[src/rtl/bitrev_sequencer_pkg.sv]
// Shared constants and FSM encoding for the bit-reverse permutation sequencer.
// The DEF_* values are the defaults the top-level parameters pick up.
package bitrev_sequencer_pkg;

    localparam int PE_NUMBER     = 32;
    localparam int DATA_SIZE_ARB = 16;
    localparam int DEF_CYCLE_W   = 4;
    localparam int DEF_BEATS     = 1 << DEF_CYCLE_W;
    localparam int DEF_LATENCY   = 2;
    localparam int DEF_CNT_W     = 16;

    localparam logic [1:0] S_IDLE   = 2'd0;
    localparam logic [1:0] S_STREAM = 2'd1;
    localparam logic [1:0] S_DRAIN  = 2'd2;
    localparam logic [1:0] S_DONE   = 2'd3;

    typedef enum logic [1:0] {
        ST_IDLE   = S_IDLE,
        ST_STREAM = S_STREAM,
        ST_DRAIN  = S_DRAIN,
        ST_DONE   = S_DONE
    } seq_state_t;

endpackage

[src/rtl/bitrev_valid_pipe.sv]
// Fixed-latency shift register carrying {valid, first, last} markers.
// Reusable alongside any stage whose data path has a fixed pipeline depth.
module bitrev_valid_pipe #(
    parameter int DEPTH = 2
) (
    input  logic clk,
    input  logic reset,
    input  logic i_valid,
    input  logic i_first,
    input  logic i_last,
    output logic o_valid,
    output logic o_first,
    output logic o_last
);

    logic [DEPTH-1:0][2:0] r_stage;

    always_ff @(posedge clk or posedge reset) begin
        if (reset) begin
            r_stage <= '0;
        end else begin
            r_stage[0] <= {i_valid, i_first, i_last};
            for (int i = 1; i < DEPTH; i++) begin
                r_stage[i] <= r_stage[i-1];
            end
        end
    end

    assign o_valid = r_stage[DEPTH-1][2];
    assign o_first = r_stage[DEPTH-1][1];
    assign o_last  = r_stage[DEPTH-1][0];

endmodule

[src/rtl/bitrev_sequencer.sv]
// Frame sequencer for the 32-lane bit-reverse permutation: counts input beats,
// drives the permutation cycle index and emits latency-aligned output markers.
module bitrev_sequencer
    import bitrev_sequencer_pkg::*;
#(
    parameter int CYCLE_W = DEF_CYCLE_W,
    parameter int BEATS   = DEF_BEATS,
    parameter int LATENCY = DEF_LATENCY,
    parameter int CNT_W   = DEF_CNT_W
) (
    input  logic               clk,
    input  logic               reset,
    input  logic               i_start,
    input  logic               i_in_valid,
    output logic               o_in_ready,
    output logic [CYCLE_W-1:0] o_cycle,
    output logic               o_out_valid,
    output logic               o_out_first,
    output logic               o_out_last,
    output logic               o_busy,
    output logic               o_done,
    output logic               o_start_err,
    output logic [CNT_W-1:0]   o_frame_count
);

    seq_state_t         r_state;
    seq_state_t         w_next_state;
    logic [CYCLE_W-1:0] r_beat_cnt;
    logic [CNT_W-1:0]   r_frame_count;
    logic               r_start_err;

    logic w_accept;
    logic w_first_beat;
    logic w_last_beat;
    logic w_pipe_valid;
    logic w_pipe_first;
    logic w_pipe_last;

    assign w_accept     = (r_state == ST_STREAM) && i_in_valid;
    assign w_first_beat = (r_beat_cnt == '0);
    assign w_last_beat  = (r_beat_cnt == CYCLE_W'(BEATS - 1));

    always_ff @(posedge clk or posedge reset) begin
        if (reset) begin
            r_state <= ST_IDLE;
        end else begin
            r_state <= w_next_state;
        end
    end

    // DRAIN ends in the cycle the last beat leaves the pipe, so DONE follows
    // immediately after the final permuted beat.
    always_comb begin
        w_next_state = r_state;
        case (r_state)
            ST_IDLE:   if (i_start) w_next_state = ST_STREAM;
            ST_STREAM: if (w_accept && w_last_beat) w_next_state = ST_DRAIN;
            ST_DRAIN:  if (w_pipe_last) w_next_state = ST_DONE;
            ST_DONE:   w_next_state = ST_IDLE;
            default:   w_next_state = ST_IDLE;
        endcase
    end

    always_ff @(posedge clk or posedge reset) begin
        if (reset) begin
            r_beat_cnt <= '0;
        end else if (r_state == ST_IDLE && i_start) begin
            r_beat_cnt <= '0;
        end else if (w_accept) begin
            r_beat_cnt <= w_last_beat ? '0 : r_beat_cnt + 1'b1;
        end
    end

    always_ff @(posedge clk or posedge reset) begin
        if (reset) begin
            r_frame_count <= '0;
            r_start_err   <= 1'b0;
        end else begin
            if (r_state == ST_DONE) begin
                r_frame_count <= r_frame_count + 1'b1;
            end
            if (i_start && r_state != ST_IDLE) begin
                r_start_err <= 1'b1;
            end
        end
    end

    bitrev_valid_pipe #(
        .DEPTH (LATENCY)
    ) u_valid_pipe (
        .clk     (clk),
        .reset   (reset),
        .i_valid (w_accept),
        .i_first (w_accept && w_first_beat),
        .i_last  (w_accept && w_last_beat),
        .o_valid (w_pipe_valid),
        .o_first (w_pipe_first),
        .o_last  (w_pipe_last)
    );

    assign o_in_ready    = (r_state == ST_STREAM);
    assign o_cycle       = r_beat_cnt;
    assign o_out_valid   = w_pipe_valid;
    assign o_out_first   = w_pipe_first;
    assign o_out_last    = w_pipe_last;
    assign o_busy        = (r_state != ST_IDLE);
    assign o_done        = (r_state == ST_DONE);
    assign o_start_err   = r_start_err;
    assign o_frame_count = r_frame_count;

endmodule

[config.mk]
export PLATFORM = sky130hd
export DESIGN_NAME = bitrev_sequencer
export DESIGN_NICKNAME = d
export VERILOG_FILES = /design/src/rtl/bitrev_sequencer_pkg.sv /design/src/rtl/bitrev_valid_pipe.sv /design/src/rtl/bitrev_sequencer.sv
export SDC_FILE = /design/constraint.sdc
export NUM_CORES = 1
export LEC_CHECK = 0
export BUFFER_PORTS_ARGS = -buffer_cell sky130_fd_sc_hd__buf_2
export CAP_MARGIN = 20
export CORE_MARGIN = 4
export CORE_UTILIZATION = 46
export CTS_CLUSTER_SIZE = 14
export DETAILED_ROUTE_END_ITERATION = 7
export GPL_TIMING_DRIVEN = 1
export HOLD_SLACK_MARGIN = 0.08
export PLACE_DENSITY = 0.84
export SKIP_CTS_REPAIR_TIMING = 1
export SLEW_MARGIN = 20
export SYNTH_ARGS = -nofsm -noshare
export SYNTH_HDL_FRONTEND = slang
export SYNTH_SLANG_ARGS = --single-unit
[constraint.sdc]
create_clock -name clk -period 1.4 [get_ports clk]
set_input_delay 0.07 -clock clk [delete_from_list [all_inputs] [get_ports clk]]
set_output_delay 0.07 -clock clk [all_outputs]
set_load 0.01 [all_outputs]
==> results.ini <==
[worst_setup_path]
crit_required_ns=1.60
start_kind=flop
crit_buf_inv=2
cp_cell_sequence=inv_4 -> ha_4 -> inv_4 -> o22ai_2 -> a21oi_2 -> mux2_4
cp.arrival_ns=1.67
rr_startpoint=r_state[1]
path_delay_family=flip-flops
critPathCaptureType=flop
crit_type=reg -> reg
cpPeakStageDelay_ns=0.47
cp-startpoint=r_state[1]
path_max_fanout=4
path_common_cell=inv_4
critPathSlowestCell=dfrtp_2

[synthesis]
post-synth-top-count-cell=dfrtp_1
async_flop_share_pct=100
synth_area_um2=1280
synthTopCellsByArea=dfrtp_1, ha_1, xnor2_1
synth_nets=123
yosys_warnings=0
synth-main-ff-cell=dfrtp_1
synth.avg_cell_area_um2=11.5
yosysTopAreaCell=dfrtp_1
synthCells=112
synth_common_cells=dfrtp_1, inv_1, xnor2_1
postSynthRegisterBits=29
synth_edf_count=0
yosysUniqueCellTypes=26
synth_top_area_share_pct=56.5
ys_seq_area_share_pct=56.5

[job]
max_cap_violations=0

[die]
die_x_um=60.8
ios=31
dieHeight_um=60.8
dieArea_um2=3700
num_rows=18
floorplan.initialDensity_pct=50.0
core_area_um2=2570

[cts]
cts.reportedPaths.clkPinSlew_ns=0.09
numClockSinks=29
clock_path_buffers=2
cts_tree=built
cts_buffers=5
cts_max_level=2
clk_latency_ns=0.31
clockRootBuffer=clkbuf_4

[route]
drt-vias-per-instance=5.27
vias=1038
drtIter0Drc=28
dr.pass1.iters=5
route.detailed.drc=0
route.antenna.remaining_nets=0
wl_mm=2.89
avgRoutedWirePerCell_um=14.6

[timing]
rsz0062_at_grt=yes
layout_setup_ws_ns=-0.0666
drv_slew=0
fin_crit_ns=1.47
tightest_slew_ns=0.496
fmax_mhz=682
hold_viol_final=0
worst_clock_skew_ns=0.00898
max_slew_margin_pct=66.9
timing.final.crit_share_pct=105
tns_ns=-0.0666
setup_viol_count_final=1

[status]
outcome=finished with violations
violations=negative setup slack

[pwr]
fin_total_pwr_uw=3060
comb_power_share_pct=42.3
p_switching_uw=1110
intPower_uw=1950
pwr-share-seq_pct=39.0
peakVddDrop_v=0.00135
power_density_nw_per_um2=1650
power.leakage_uw=0.000939
clkPwrFrac_pct=18.7
p_sw_share_pct=36.1

[layout]
final_area_um2=1850
layoutNonFillerInstCount=197
fin_nets=177
area_growth_pct=44.2
post_route_cells_drive_above_1_share_pct=48.5
n_antenna_cell=0

[placed_design]
numPortBuffers=30
postPlaceCellArea_um2=1660
gp_congestion=0.774
dp.cells=187
dp_hpwl_mm=2.07

[worst_hold_path]
hp-class=in -> reg
hold_start=i_in_valid

[global_routing]
grt.overflow.total=0
grt_max_degree=19
grt_pass1_wl_mm=4.42
antenna_found_initial=0
track_usage_pct=16.0
grt_pass1_vias=1029

-- flip-flops by register name, indices dropped and copies added, names as in the netlist --
signal,cells
u_valid_pipe.o_last,1
o_cycle,4
r_state,2
u_valid_pipe.o_first,1
o_start_err,1
u_valid_pipe.r_stage,3
o_frame_count,16
u_valid_pipe.o_valid,1
-- final cells by class --
type	instances	area [um2]
flip-flops and latches	29	731
fillers	179	717
multi-input cells	73	648
repair buffers	47	319
clock buffers	7	65.1
inverters	10	45.0
well taps	30	37.5
clock inverters	1	5.00
-- layer usage --
layer  wire (um)  global-route usage (%)
met1        1270                    19.3
met2        1410                    27.2
met3         188                    5.32
met4          16                    4.64
met5           0                       0
-- power by group through the flow --
stage	Combinational [uW]	Sequential [uW]	Clock (uW)
after floorplan	542	1240	0
after global placement	990	1160	0
after detailed placement	1060	1170	0
after CTS	1060	1150	589
after global routing	1400	1220	636
final	1290	1190	571
-- cells in the final DEF, fill, tap and decap left out, drive strengths merged, types with 6 or more instances in the layout --
cell	n
nand4	6
ha	7
inv	10
clkbuf	7
nor2	7
nand2	9
xor2	6
xnor2	10
buf	45
dfrtp	29
-- worst paths after layout --
path / depth (start not counted) / endpoint / slack, ns
setup / recovery: 6 / r_state[1] / -0.07
hold / removal: 2 / u_valid_pipe.r_stage[0] / 0.10
setup reg to reg: 6 / r_state[1] / -0.07
hold reg to reg: 0 / u_valid_pipe.o_valid / 0.36
max in group asynchronous: 4 / r_state[1] / 0.61
min in group asynchronous: 3 / o_start_err / 0.31
-- through the flow --
| stage | hold WS (ns) | worst slack (ns) | utilization (%) |
|---|---|---|---|
| 5_1_grt | 0.0801 | -0.0971 | 72.1 |
| 3_5_place_dp | 0.113 | -0.0741 | 64.5 |
| 6_report | 0.101 | -0.0666 | 72.1 |
| 3_3_place_gp | 0.102 | -0.0130 | 64.5 |
| 4_1_cts | -0.232 | -0.0897 | 67.2 |
| 2_1_floorplan | 0.148 | -0.0298 | - |
-- logic make-up (layout without fill, tap and decap cells) --
kind of cell | Yosys count | in the layout | share of synthesized area, %
adders and majority gates | 7 | 7 | 6.82
DFF | 29 | 29 | 56.5
muxes | 3 | 3 | 2.53
buffers and inverters | 10 | 65 | 2.92
and+or+nand+nor | 36 | 36 | 15.1
xor gates and xnor gates | 16 | 16 | 10.9
AOI/OAI and AO/OA | 11 | 11 | 5.17
Power figures use the tool's default switching activity.
